### src/rtl/dmem_initiator.sv
// dmem_initiator: MEM-stage initiator that turns EX/MEM load/store controls
// into a single outstanding req/ack transaction toward a variable-latency
// data memory. It stalls the upstream pipeline while waiting, and it loads
// the MEM/WB registers for writeback.
`timescale 1ns/1ps

module dmem_initiator #(
  parameter int ADDR_W  = 7,
  parameter int DATA_W  = 32,
  parameter int TIMEOUT = 255
) (
  input  logic              clk,
  input  logic              rst,
  input  logic              xm_memtoreg,
  input  logic              xm_regwrite,
  input  logic              xm_memread,
  input  logic              xm_memwrite,
  input  logic [31:0]       alu_out,
  input  logic [4:0]        xm_rd,
  input  logic [DATA_W-1:0] xm_md,
  output logic              mem_req,
  output logic              mem_we,
  output logic [ADDR_W-1:0] mem_addr,
  output logic [DATA_W-1:0] mem_wdata,
  input  logic              mem_ack,
  input  logic [DATA_W-1:0] mem_rdata,
  output logic              stall,
  output logic              mw_memtoreg,
  output logic              mw_regwrite,
  output logic [31:0]       mw_aluout,
  output logic [DATA_W-1:0] mdr,
  output logic [4:0]        mw_rd,
  output logic              err
);

  typedef enum logic {IDLE, BUSY} state_t;

  // The wait counter runs from 0 up to TIMEOUT-1, so it needs clog2(TIMEOUT) bits.
  localparam int              CNT_W    = (TIMEOUT > 1) ? $clog2(TIMEOUT) : 1;
  localparam logic [CNT_W-1:0] CNT_LAST = CNT_W'(TIMEOUT - 1);

  state_t           state;
  logic [CNT_W-1:0] wait_cnt;
  logic             acc;
  logic             timeout_hit;

  assign acc         = xm_memread | xm_memwrite;
  assign timeout_hit = (state == BUSY) && !mem_ack && (wait_cnt == CNT_LAST);

  // Freeze upstream while a request is starting or waiting. Release it on the
  // ack cycle and on the abort cycle. Reset forces the stall low at once.
  always_comb begin
    stall = 1'b0;
    if (!rst) begin
      case (state)
        IDLE:    stall = acc;
        BUSY:    stall = !(mem_ack || timeout_hit);
        default: stall = 1'b0;
      endcase
    end
  end

  // Transaction FSM. It also loads the MEM/WB registers and tracks the timeout.
  // A store wins over a read when both are set, so mdr is loaded only when
  // the issued request was a read (mem_we == 0).
  always_ff @(posedge clk or posedge rst) begin
    if (rst) begin
      state       <= IDLE;
      wait_cnt    <= '0;
      mem_req     <= 1'b0;
      mem_we      <= 1'b0;
      mem_addr    <= '0;
      mem_wdata   <= '0;
      mw_memtoreg <= 1'b0;
      mw_regwrite <= 1'b0;
      mw_aluout   <= '0;
      mw_rd       <= '0;
      mdr         <= '0;
      err         <= 1'b0;
    end else begin
      case (state)
        IDLE: begin
          if (acc) begin
            mem_req     <= 1'b1;
            mem_we      <= xm_memwrite;
            mem_addr    <= alu_out[ADDR_W-1:0];
            mem_wdata   <= xm_md;
            wait_cnt    <= '0;
            mw_regwrite <= 1'b0;
            mw_memtoreg <= 1'b0;
            state       <= BUSY;
          end else begin
            mw_memtoreg <= xm_memtoreg;
            mw_regwrite <= xm_regwrite;
            mw_aluout   <= alu_out;
            mw_rd       <= xm_rd;
          end
        end
        BUSY: begin
          if (mem_ack) begin
            mem_req     <= 1'b0;
            mw_memtoreg <= xm_memtoreg;
            mw_regwrite <= xm_regwrite;
            mw_aluout   <= alu_out;
            mw_rd       <= xm_rd;
            if (!mem_we) mdr <= mem_rdata;
            state       <= IDLE;
          end else if (wait_cnt == CNT_LAST) begin
            mem_req     <= 1'b0;
            err         <= 1'b1;
            mw_memtoreg <= xm_memtoreg;
            mw_regwrite <= xm_regwrite;
            mw_aluout   <= alu_out;
            mw_rd       <= xm_rd;
            if (!mem_we) mdr <= '0;
            state       <= IDLE;
          end else begin
            wait_cnt    <= wait_cnt + CNT_W'(1);
            mw_regwrite <= 1'b0;
            mw_memtoreg <= 1'b0;
          end
        end
        default: state <= IDLE;
      endcase
    end
  end

endmodule

### config.mk
export PLATFORM = sky130hd
export DESIGN_NAME = dmem_initiator
export DESIGN_NICKNAME = d
export VERILOG_FILES = /design/src/rtl/dmem_initiator.sv
export SDC_FILE = /design/constraint.sdc
export NUM_CORES = 1
export LEC_CHECK = 0
export BUFFER_PORTS_ARGS = -buffer_cell sky130_fd_sc_hd__buf_2
export CORE_MARGIN = 2
export CORE_UTILIZATION = 40
export DETAILED_ROUTE_END_ITERATION = 12
export PLACE_DENSITY = 0.72
export SKIP_CTS_REPAIR_TIMING = 1
export SLEW_MARGIN = 5
export SYNTH_ARGS = -nofsm -noshare
export SYNTH_HDL_FRONTEND = slang
export SYNTH_SLANG_ARGS = --single-unit
### constraint.sdc
create_clock -name clk -period 4.2 [get_ports clk]
set_input_delay 0 -clock clk [delete_from_list [all_inputs] [get_ports clk]]
set_output_delay 0 -clock clk [all_outputs]
set_load 0.01 [all_outputs]
## Yosys cells after proc, flatten, opt, wreduce, memory -nomap -nowiden

Index checks and enable logic that the tools add are counted.

- Add/subtract/negate cells: 1
- Multiply operators: 0
- Divide/modulo/power cells: 0
- Shift operators: 0
- Reductions and logical operators: 12
- Muxes and demuxes: 34
- Bitwise operators: 3
- Magnitude comparators: 0
- Eq/ne operators: 8

Operators with widths:

| operator | count |
|---|---|
| $mux 32 | 7 |
| $pmux 32 s2 | 1 |
| $mux 8 | 3 |
| $pmux 8 s2 | 1 |
| $mux 5 | 3 |
| $mux 1 | 13 |
| $ne 2x2->1 const B | 6 |
| $pmux 1 s2 | 5 |
| $pmux 5 s2 | 1 |
| $add 8x1->8 const B | 1 |
| $eq 8x8->1 const B | 1 |
| $reduce_and 2->1 | 3 |
| $reduce_and 3->1 | 2 |
| $reduce_and 4->1 | 1 |
| $ne 3x2->1 const B | 1 |
| $logic_and 1x1->1 | 2 |
| $logic_not 1->1 | 2 |
| $not 1->1 | 2 |
| $reduce_bool 2->1 | 1 |
| $logic_or 1x1->1 | 1 |
| $or 1x1->1 | 1 |

- Register bits after elaboration: 122
- Latch bits: 0
- Memories kept: 0
- Output and inout bits: 114
- RAM bits: 0
- Memory bits (read-only): 0
- Logic and storage cells: 70

## Longest topological paths before layout

- Word-level depth: 7
- Depth in mapped cells: 8
- Gate-level depth less buffers: 7

## Worst setup path after synthesis

OpenSTA, ideal clock, no wires.

- Path kind: reg2reg
- From: reg wait_cnt[0]
- To: reg mw_aluout[10]
- Arrival: 1658 ps
- Data required time: 4075 ps
- Clock period less this slack: 1783 ps
- Path slack: 2417 ps
- Library setup time: 125 ps
- Cell stages (with the launch flop): 9
- Buffers on the path: 2
- Cell sequence: dfrtp_1 > inv_1 > ha_1 > nand4_1 > o21ai_2 > and2_4 > buf_6 > buf_8 > mux2_4

- Word-level cells in the longest chain between the ends: 3

Ends and longest elaborated chain:

| item | line | text |
|---|---|---|
| start, declared | 43 | `logic [CNT_W-1:0] wait_cnt;` |
| start signal, assigned | 118 | `wait_cnt <= wait_cnt + CNT_W'(1);` |
| $eq 8x8->1 | 108 | `end else if (wait_cnt == CNT_LAST) begin` |
| $ne 3x2->1 (no line) | n/a |  |
| $reduce_and 2->1 (no line) | n/a |  |
| end signal, assigned | 95 | `mw_aluout <= alu_out;` |
| end signal, assigned | 104 | `mw_aluout <= alu_out;` |
| end signal, assigned | 113 | `mw_aluout <= alu_out;` |
| end, declared | 30 | `output logic [31:0] mw_aluout,` |

Every way passes these cells.
A chain may end at the register's enable or synchronous reset.

## Worst setup path in the final report

- From: reg wait_cnt[0]
- To: out stall

- Word-level cells in the longest chain between the ends: 6

Ends and longest elaborated chain:

| item | line | text |
|---|---|---|
| $eq 8x8->1 | 48 | `assign timeout_hit = (state == BUSY) && !mem_ack && (wait_cnt == CNT_LAST);` |
| $logic_and 1x1->1 | 48 |  |
| $logic_or 1x1->1 | 57 | `BUSY: stall = !(mem_ack \|\| timeout_hit);` |
| $logic_not 1->1 | 57 |  |
| $pmux 1 s2 | 55 | `case (state)` |
| $mux 1 | 54 | `if (!rst) begin` |
| end, declared | 27 | `output logic stall,` |

Every way passes these cells.

==> out/results.ini <==
[yosys]
synth_edf_count = 0
synth_async_sr_flop_share_pct = 100
ys_warn_count = 0
avgSynthCellArea_um2 = 15.9
ys_ff_latch = 122
synthFlopType = dfrtp_1
synth.yosys.seq_area_share_pct = 64.2
syn-num-nets = 409
syn_inst = 299
synthesis.area_um2 = 4760
synth.distinct_cells = 34

[critical_path]
rr_worst_depth = 7
arrival_ps = 2550
rr_startpoint = wait_cnt[0]
slowest_stage = and2_4
cp-start-kind = flip-flop
reg2reg_to = mw_aluout[4]
ff2ff_setup_slack_ps = 1660
worstSetupPathType = reg -> out
crit_fanout = 37
cp_slowest_stage_delay_ps = 680
required_ps = 4200
critPathLaunch = wait_cnt[0]
endpoint = stall
worstSetupEndpointType = output port
path_cells = inv_1 -> ha_1 -> nand4_1 -> o21ai_2 -> and2_4 -> nor2_1 -> buf_2

[global_routing]
track_usage_pct = 17.7
grt_pass1_wl_um = 17500
grt_max_degree = 80
antenna_found_initial = 0
grt_pass1_vias = 3448
overflow = 0

[power_and_ir_drop]
p_int_w = 0.00347
p_per_area_nw_per_um2 = 647
peakVddDrop_uv = 376
p_seq_share_pct = 37.6
p_switching_w = 0.00148
p_clk_share_pct = 31.4
p_leak_nw = 3.84
switching_share_pct = 29.9
comb_power_share_pct = 30.9

[final_layout]
syn_to_final_growth_pct = 60.8
final_common_cell = buf_2
antennaDiodeCount = 0
final_cell_mix = buf_2, dfrtp_1, dlygate4sd3_1
drive_above_1_share_pct = 52.8
fin_nets = 739

[sta]
slew-limit-headroom_pct = 9.62
rsz0062_at_grt = false
fmax_ghz = 0.392
whs_ps = 322
fin_skew_ps = 7.83
finalHoldViolCount = 0
tns_ps = 0
timing.final.crit_share_pct = 60.7
period_minus_slack_ps = 2550
worst_pin_slew_ps = 1360
slew_violations = 0
finalSetupViolCount = 0

[floorplanning]
die_h_um = 113
core_um2 = 11500
dieArea_um2 = 12800
fp.dieW_um = 113
ios = 222
start_util_pct = 41.3
row_count = 39

[routing]
wl_um = 13300
wl_per_cell_um = 17.0
viasPerCell = 4.84
first_pass_iters = 9
drt_iter0_markers = 344
drc = 18
antenna_left = 0
via_count = 3802

[clocking]
path_clk_slew_ps = 50
cts_tree = built
clock_sinks = 122
clockBufferDepth = 2
clk_latency_ps = 410
cts_root_buffer = clkbuf_16
cts-buffers-inserted = 17
htreeDepth = 4

[status]
violations = design-rule violations
outcome = finished with violations

[worst_hold_path]
hp-class = in -> reg
hold_start = xm_memread

[placed_design]
gp_congestion = 0.763
port_buffers = 221
hpwl_um = 7640

[flow_run]
maxCapViolCount = 0

through the flow:
stage,total power [W],area (um^2),util (%),setup slack (ps),cells
floorplan,0.00272,4760,-,957,299
detailed placement,0.00331,5950,51.7,1650,647
CTS,0.00489,6590,57.2,1620,679
finish,0.00495,7650,66.4,1650,785
global placement,0.00326,5950,51.7,1780,647
global route,0.00520,7650,66.4,1390,785
logic make-up after synthesis:
group,Yosys count,share of synthesized area [%]
AO/OA/AOI/OAI,51,9.02
adder cells (fa/ha/maj),2,0.526
buffers and inverters,22,3.00
flip-flops,122,64.2
multiplexers,77,20.7
AND/OR/NAND/NOR,25,2.58
power by group through the flow:
stage	Clock [W]	Sequential (W)	Combinational [W]
5_1_grt	0.00164	0.00191	0.00165
2_1_floorplan	0	0.00204	0.000677
4_1_cts	0.00158	0.00185	0.00145
3_5_place_dp	0	0.00186	0.00145
6_report	0.00156	0.00186	0.00153
3_3_place_gp	0	0.00184	0.00142
area by class of cell:
type / count / area (um^2)
multi-input combinational: 155 / 1580
clock inverter: 11 / 168
timing repair buffer: 329 / 2180
inverter: 4 / 20.0
clock buffer: 21 / 470
tap: 143 / 179
fill: 790 / 3870
sequential: 122 / 3050
worst min path at each step:
| stage | cells past startpoint | to |
|---|---|---|
| floorplan | 1 | stall |
| finish | 5 | wait_cnt[0] |
| CTS | 2 | mdr[28] |
| detailed placement | 2 | mdr[6] |
| global route | 3 | mem_wdata[29] |
| global placement | 2 | mdr[14] |
metal layers:
metal,global-route usage (%),share of wire (%)
met5,0,0
met4,7.48,1.6
met3,7.07,6.3
met2,28.8,52
met1,20.9,40
state kept, by name (all words and copies together), names as in the netlist:
name / cells
mdr: 32
mem_wdata: 32
mw_aluout: 32
state: 1
mem_req: 1
wait_cnt: 8
mem_addr: 7
mw_rd: 5
mw_memtoreg: 1
err: 1
mem_we: 1
mw_regwrite: 1
synth_stat cells, drive strengths merged (2+ instances only):
master,count,area share (%)
a21o,2,0.32
a22o,32,5.9
and2,2,0.32
and3,3,0.39
buf,10,2.0
clkbuf,8,0.63
dfrtp,122,64
ha,2,0.53
inv,4,0.37
mux2,77,21
nand2,7,0.55
nand3,5,0.53
nor2,5,0.39
nor2b,2,0.26
o21ai,4,0.50
o22a,2,0.37
o41ai,2,0.37
critical path, delay by kind of cell (launching register included):
| kind | cells | cell delay, ps |
|---|---|---|
| simple gates | 3 | 880 |
| compound gates | 1 | 460 |
| buf+inv | 2 | 240 |
| fa+ha+maj | 1 | 140 |
| flops | 1 | 420 |
(Power assumes the default switching activity.)
